## src/rtl/divider_monitor.sv

```systemverilog
// ----------------------------------------------------------------------------
// divider_monitor
//   Watches a divided clock (clk_div_in, e.g. clk/3) as a data signal in the
//   clk domain. It measures the rising-edge-to-rising-edge period in clk
//   cycles and declares lock after LOCK_COUNT consecutive periods equal to
//   DIV. Once locked, a wrong period or a stalled divided clock sends the
//   monitor into a sticky FAULT state that only clear or reset leaves.
//
//   Optional build macro: DUTY_CHECK_EN also checks the high time of each
//   divided-clock pulse against floor(DIV/2)..ceil(DIV/2) and adds the
//   high_time output port.
//
// Ports
//   clk         source clock, the same one that feeds the divider
//   nreset      asynchronous active-low reset
//   clk_div_in  divided clock under test, sampled as data
//   clear       synchronous; leave FAULT and restart acquisition
//   rise_stb    one-cycle pulse per detected clk_div_in rising edge
//   period      last measured period in clk cycles
//   locked      high while in LOCKED
//   error       high while in FAULT (sticky until clear)
//   high_time   (DUTY_CHECK_EN only) high time of the last completed pulse
// ----------------------------------------------------------------------------
module divider_monitor #(
  parameter int DIV        = 3,
  parameter int LOCK_COUNT = 4,
  parameter int CNT_W      = 8
) (
  input  logic             clk,
  input  logic             nreset,
  input  logic             clk_div_in,
  input  logic             clear,
  output logic             rise_stb,
  output logic [CNT_W-1:0] period,
  output logic             locked,
  output logic             error
`ifdef DUTY_CHECK_EN
  ,
  output logic [CNT_W-1:0] high_time
`endif
);

  localparam int                GOOD_W    = $clog2(LOCK_COUNT + 1);
  localparam logic [CNT_W-1:0]  DIV_C     = CNT_W'(DIV);
  localparam logic [CNT_W-1:0]  TIMEOUT_C = CNT_W'(2 * DIV);
  localparam logic [CNT_W-1:0]  CNT_MAX   = {CNT_W{1'b1}};
  localparam logic [GOOD_W-1:0] LOCK_C    = GOOD_W'(LOCK_COUNT);

  typedef enum logic [1:0] {IDLE, MEASURE, LOCKED, FAULT} state_t;

  state_t            state, state_next;
  logic [1:0]        sync;
  logic              prev;
  logic              rise;
  logic              timeout;
  logic              period_ok;
  logic              duty_bad;
  logic [CNT_W-1:0]  cnt;
  logic [GOOD_W-1:0] good, good_next, good_inc;

  assign rise      = sync[1] & ~prev;
  assign period_ok = (cnt == DIV_C);
  assign timeout   = ~rise & (cnt >= TIMEOUT_C);
  assign good_inc  = good + GOOD_W'(1);

  // NOTE: clk_div_in is treated as asynchronous data, so it passes through a
  // two-flop synchronizer before any decision is made on it. All state here
  // uses non-blocking assignments so every flop samples pre-edge values.
  always_ff @(posedge clk or negedge nreset) begin
    if (!nreset) begin
      sync     <= '0;
      prev     <= 1'b0;
      rise_stb <= 1'b0;
    end else begin
      sync     <= {sync[0], clk_div_in};
      prev     <= sync[1];
      rise_stb <= rise;
    end
  end

  // Period counter: restarts at 1 on each rise so a steady clk/DIV shows
  // cnt == DIV in every rise cycle. The first rise out of IDLE and rises in
  // FAULT do not publish a period.
  always_ff @(posedge clk or negedge nreset) begin
    if (!nreset) begin
      cnt    <= '0;
      period <= '0;
    end else if (clear) begin
      cnt <= '0;
    end else if (rise) begin
      cnt <= CNT_W'(1);
      if (state == MEASURE || state == LOCKED) period <= cnt;
    end else if (cnt != CNT_MAX) begin
      cnt <= cnt + CNT_W'(1);
    end
  end

`ifdef DUTY_CHECK_EN
  localparam logic [CNT_W-1:0] HIGH_MIN = CNT_W'(DIV / 2);
  localparam logic [CNT_W-1:0] HIGH_MAX = CNT_W'((DIV + 1) / 2);

  logic [CNT_W-1:0] hcnt;
  logic             fall;

  assign fall = ~sync[1] & prev;

  // The rise cycle itself has sync[1]=1, so the restart value is 1.
  always_ff @(posedge clk or negedge nreset) begin
    if (!nreset) begin
      hcnt      <= '0;
      high_time <= '0;
    end else begin
      if (rise)                            hcnt <= CNT_W'(1);
      else if (sync[1] && hcnt != CNT_MAX) hcnt <= hcnt + CNT_W'(1);
      if (fall) high_time <= hcnt;
    end
  end

  assign duty_bad = fall & ((hcnt < HIGH_MIN) | (hcnt > HIGH_MAX));
`else
  assign duty_bad = 1'b0;
`endif

  always_ff @(posedge clk or negedge nreset) begin
    if (!nreset) begin
      state  <= IDLE;
      good   <= '0;
      locked <= 1'b0;
      error  <= 1'b0;
    end else begin
      state  <= state_next;
      good   <= good_next;
      locked <= (state == LOCKED);
      error  <= (state == FAULT);
    end
  end

  // NOTE: every signal written here gets a default first, so no path through
  // the case can leave it unassigned and infer a latch.
  always_comb begin
    state_next = state;
    good_next  = good;
    if (clear) begin
      state_next = IDLE;
      good_next  = '0;
    end else begin
      case (state)
        IDLE: begin
          if (rise) begin
            state_next = MEASURE;
            good_next  = '0;
          end
        end
        MEASURE: begin
          if (rise) begin
            if (period_ok) begin
              good_next = good_inc;
              if (good_inc == LOCK_C) state_next = LOCKED;
            end else begin
              good_next = '0;
            end
          end else if (timeout) begin
            state_next = IDLE;
            good_next  = '0;
          end else if (duty_bad) begin
            good_next = '0;
          end
        end
        LOCKED: begin
          if ((rise && !period_ok) || timeout || duty_bad) state_next = FAULT;
        end
        FAULT: state_next = FAULT;
        default: begin
          state_next = IDLE;
          good_next  = '0;
        end
      endcase
    end
  end

endmodule
```

## config.mk

```make
export PLATFORM = sky130hd
export DESIGN_NAME = divider_monitor
export DESIGN_NICKNAME = d
export VERILOG_FILES = /design/src/rtl/divider_monitor.sv
export SDC_FILE = /design/constraint.sdc
export NUM_CORES = 1
export LEC_CHECK = 0
export CORE_MARGIN = 1
export CORE_UTILIZATION = 45
export DETAILED_ROUTE_END_ITERATION = 8
export PLACE_DENSITY = 0.65
export REMOVE_ABC_BUFFERS = 1
export SKIP_LAST_GASP = 1
export SLEW_MARGIN = 25
export SYNTH_ARGS = -nofsm -noshare
export SYNTH_HDL_FRONTEND = slang
export SYNTH_SLANG_ARGS = --single-unit
```

## constraint.sdc

```tcl
create_clock -name clk -period 2.26 [get_ports clk]
set_input_delay 0.452 -clock clk [delete_from_list [all_inputs] [get_ports clk]]
set_output_delay 0.452 -clock clk [all_outputs]
set_load 0.01 [all_outputs]
```

==> impl_metrics.csv <==
group,metric,value,unit
synthesis,yosysTopAreaCell,"dfrtp_1",
power_and_ir_drop,power_switching,259,µW
cts,cts_root_buf,"clkbuf_4",
critical_path,r2r-start,"cnt[0]$_DFFE_PN0P_",
route,first_pass_iters,4,
synthesis,synthCells,111,
power_and_ir_drop,powerDensity,609,nW/µm²
placed_design,portBuffers,14,
cts,ctsLongestPathBuffers,2,
placed_design,dpl.hpwl,1680,µm
timing,timing.slew.headroom,0.718,
timing,setup_viol,0,
power_and_ir_drop,pwr-share-comb,0.190,
timing,setup_ws,0.287,ns
floorplanning,initial_core_util,0.477,
cts,clk_pin_slew_worst_paths,0.16,ns
floorplanning,die_x,56.3,µm
power_and_ir_drop,seq_power_share,0.582,
global_route,grt_usage,0.172,
power_and_ir_drop,power.leakage,0.748,nW
cts,cts_resized,0,
synthesis,ys_warn_count,0,
hold_path,hold_path.class,"reg2reg",
synthesis,synth_edf_count,0,
cts,cts_made_buffers,3,
critical_path,critPathMaxStageDelay,0.49,ns
route,routed_wl,2350,µm
layout,n_antenna_cell,0,
critical_path,crit_path_top_delay_cell,"dfrtp_1",
cts,cts_hold_buf,0,
critical_path,rrSetupSlack,0.29,ns
cts,clock_latency,0.33,ns
timing,tightest_slew,0.423,ns
layout,fin_cells,159,
cts,cts.sinks,27,
placed_design,placedCellCount,155,
critical_path,start_kind,"flip-flop",
placed_design,pre_cts_slack,0.192,ns
power_and_ir_drop,switching_share,0.279,
global_route,overflow,0,
floorplanning,core_area,2780,µm²
route,wire_per_inst,14.8,µm
route,final_antenna_net_count,0,
critical_path,cp-end-kind,"flip-flop",
route,drt-initial-drc-count,19,
layout,drive_gt1_frac,0.102,
synthesis,syn_avg_cell_area,12.0,µm²
synthesis,synth-seq-cells,27,
critical_path,worst-endpoint-required,2.50,ns
power_and_ir_drop,peakVddDrop,0.000500,V
global_route,antenna_found_initial,0,
critical_path,endpoint,"state[1]$_DFFE_PN0P_",
route,vias_per_cell,5.49,
synthesis,synth_seq_area_share,0.509,
synthesis,synth.top_cell.area_share,0.509,
timing,drv_slew,0,
layout,final_nets,141,
global_route,grt_first_pass_wirelength,4180,µm
power_and_ir_drop,internal_power,670,µW
timing,finalHoldWorstSlack,0.365,ns
timing,hold_viol,0,
synthesis,yosys-top-cells-area,"dfrtp_1 51%, mux2_1 7.6%, ha_1 7.5%, nor2_1 2.5%, mux2i_1 2.3%",
placed_design,gp_congestion,0.850,
synthesis,yosysUniqueCellTypes,37,
critical_path,path_class,"reg2reg",
timing,finalCriticalPeriod,1.97,ns
timing,setup_tns,0,ns
timing,skew,0.0197,ns
synthesis,synthArstFlopShare,1.00,
global_route,grt_max_degree,28,
timing,rsz0062_at_grt,"no",
global_route,grt_pass1_vias,937,
floorplanning,dieArea,3170,µm²
synthesis,syn_area,1330,µm²
critical_path,critPathMaxFanout,6,
power_and_ir_drop,power,929,µW
critical_path,r2r-end,"state[1]$_DFFE_PN0P_",
job,cap_violations,0,
power_and_ir_drop,pwr-share-clk,0.228,
route,drcViolationCount,0,
floorplanning,pin_count,15,
floorplanning,rows,19,
cts,post_cts_buffers,0,
synthesis,synth_flop_cell,"dfrtp_1",
critical_path,critPathLaunch,"cnt[0]$_DFFE_PN0P_",
timing,fmaxAchievable,507,MHz
layout,nFillCells,237,
outcome,outcome,"finished clean",
cts,cts_tree,"built",
cts,cts_htree_levels,1,
floorplanning,die_h,56.3,µm
timing,post-route-period-util,0.873,
critical_path,rr_worst_depth,6,
critical_path,path_cells,"ha_1, nor4b_4, nand4_1, a32o_2, a21oi_2, mux2_1",
critical_path,cp.arrival,2.21,ns
layout,area_delta_synth_final,14.9,%
route,vias,873,
-- state kept, by name, summed over array words and instances, names as in the netlist --
name and count:
cnt 8, period 8, good 3, state 2
sync 2, error 1, locked 1, prev 1
rise_stb 1
-- per-layer routing --
layer | GRT usage | share of wire
met1 | 0.228 | 0.48
met2 | 0.284 | 0.48
met3 | 0.0484 | 0.034
met4 | 0.0314 | 0.0076
met5 | 0 | 0
-- cell usage in the layout (no fill, tap or decap), types with 3 or more instances in the layout --
cell type / instances
inv_1: 4
ha_1: 8
nor2_1: 9
a31oi_1: 4
mux2_1: 9
dfrtp_1: 27
nand3_1: 3
clkdlybuf4s50_1: 14
clkbuf_4: 3
nand2_1: 4
o21ai_0: 4
mux2i_1: 3
and3_1: 4
-- critical path: cells and delay by family (launching register included) --
family,cells,cell delay (ns)
adder cells (fa/ha/maj),1,0.27
multiplexers,1,0.33
AO/OA/AOI/OAI,2,0.41
AND/OR/NAND/NOR,2,0.38
flip-flops,1,0.49
-- cell usage after synthesis, types with 2 or more instances --
| cell type | count |
|---|---|
| and3_1 | 4 |
| o21ai_1 | 2 |
| mux2_1 | 9 |
| a21oi_1 | 2 |
| nand4_1 | 2 |
| a31oi_1 | 4 |
| ha_1 | 8 |
| inv_1 | 4 |
| nand2_1 | 4 |
| nor2_1 | 9 |
| mux2i_1 | 3 |
| dfrtp_1 | 27 |
| o21ai_0 | 4 |
| a211oi_1 | 2 |
| nand2b_1 | 2 |
| xor2_1 | 2 |
| nand3_1 | 3 |
-- power by group through the flow --
stage / clock network, mW / registers [mW] / logic [mW]
2_1_floorplan: 0 / 0.554 / 0.0928
5_1_grt: 0.244 / 0.547 / 0.199
4_1_cts: 0.219 / 0.541 / 0.177
3_5_place_dp: 0 / 0.550 / 0.175
3_3_place_gp: 0 / 0.549 / 0.176
6_report: 0.212 / 0.541 / 0.177
-- kinds of logic (layout without fill, tap and decap cells) --
logic type | after synthesis | count (layout) | share of synthesized area
compound gates | 21 | 21 | 0.110
xor+xnor | 3 | 3 | 0.0198
fa+ha+maj | 8 | 8 | 0.0754
buf+inv | 7 | 24 | 0.0264
flops | 27 | 27 | 0.509
mux | 13 | 13 | 0.107
simple gates | 32 | 32 | 0.152
-- final cells by class --
type / count / area, µm² / area share
clock buffer: 3 / 22.5 / 0.0148
clock inverter: 1 / 5.00 / 0.00328
inverter: 5 / 18.8 / 0.0123
multi-input combinational: 77 / 617 / 0.404
sequential: 27 / 676 / 0.443
tap: 31 / 38.8 / 0.0254
timing repair buffer: 15 / 148 / 0.0968
-- how the worst min path moves through the flow --
stage | start | endpoint | slack (ns) | cells past startpoint
after global routing | sync[0]$_DFF_PN0_ | sync[1]$_DFF_PN0_ | 0.39 | 0
after global placement | sync[0]$_DFF_PN0_ | sync[1]$_DFF_PN0_ | 0.34 | 0
after CTS | sync[0]$_DFF_PN0_ | sync[1]$_DFF_PN0_ | 0.37 | 0
final | sync[0]$_DFF_PN0_ | sync[1]$_DFF_PN0_ | 0.36 | 0
after floorplan | nreset | cnt[0]$_DFFE_PN0P_ | 0.16 | 0
after detailed placement | sync[0]$_DFF_PN0_ | sync[1]$_DFF_PN0_ | 0.33 | 0
-- per-stage QoR --
step,utilization,cell area (µm²)
after floorplan,-,1310
after global placement,0.538,1500
after detailed placement,0.538,1500
after CTS,0.548,1530
after global routing,0.548,1530
final,0.548,1530
Note: power is estimated with default switching activity, not from simulation.
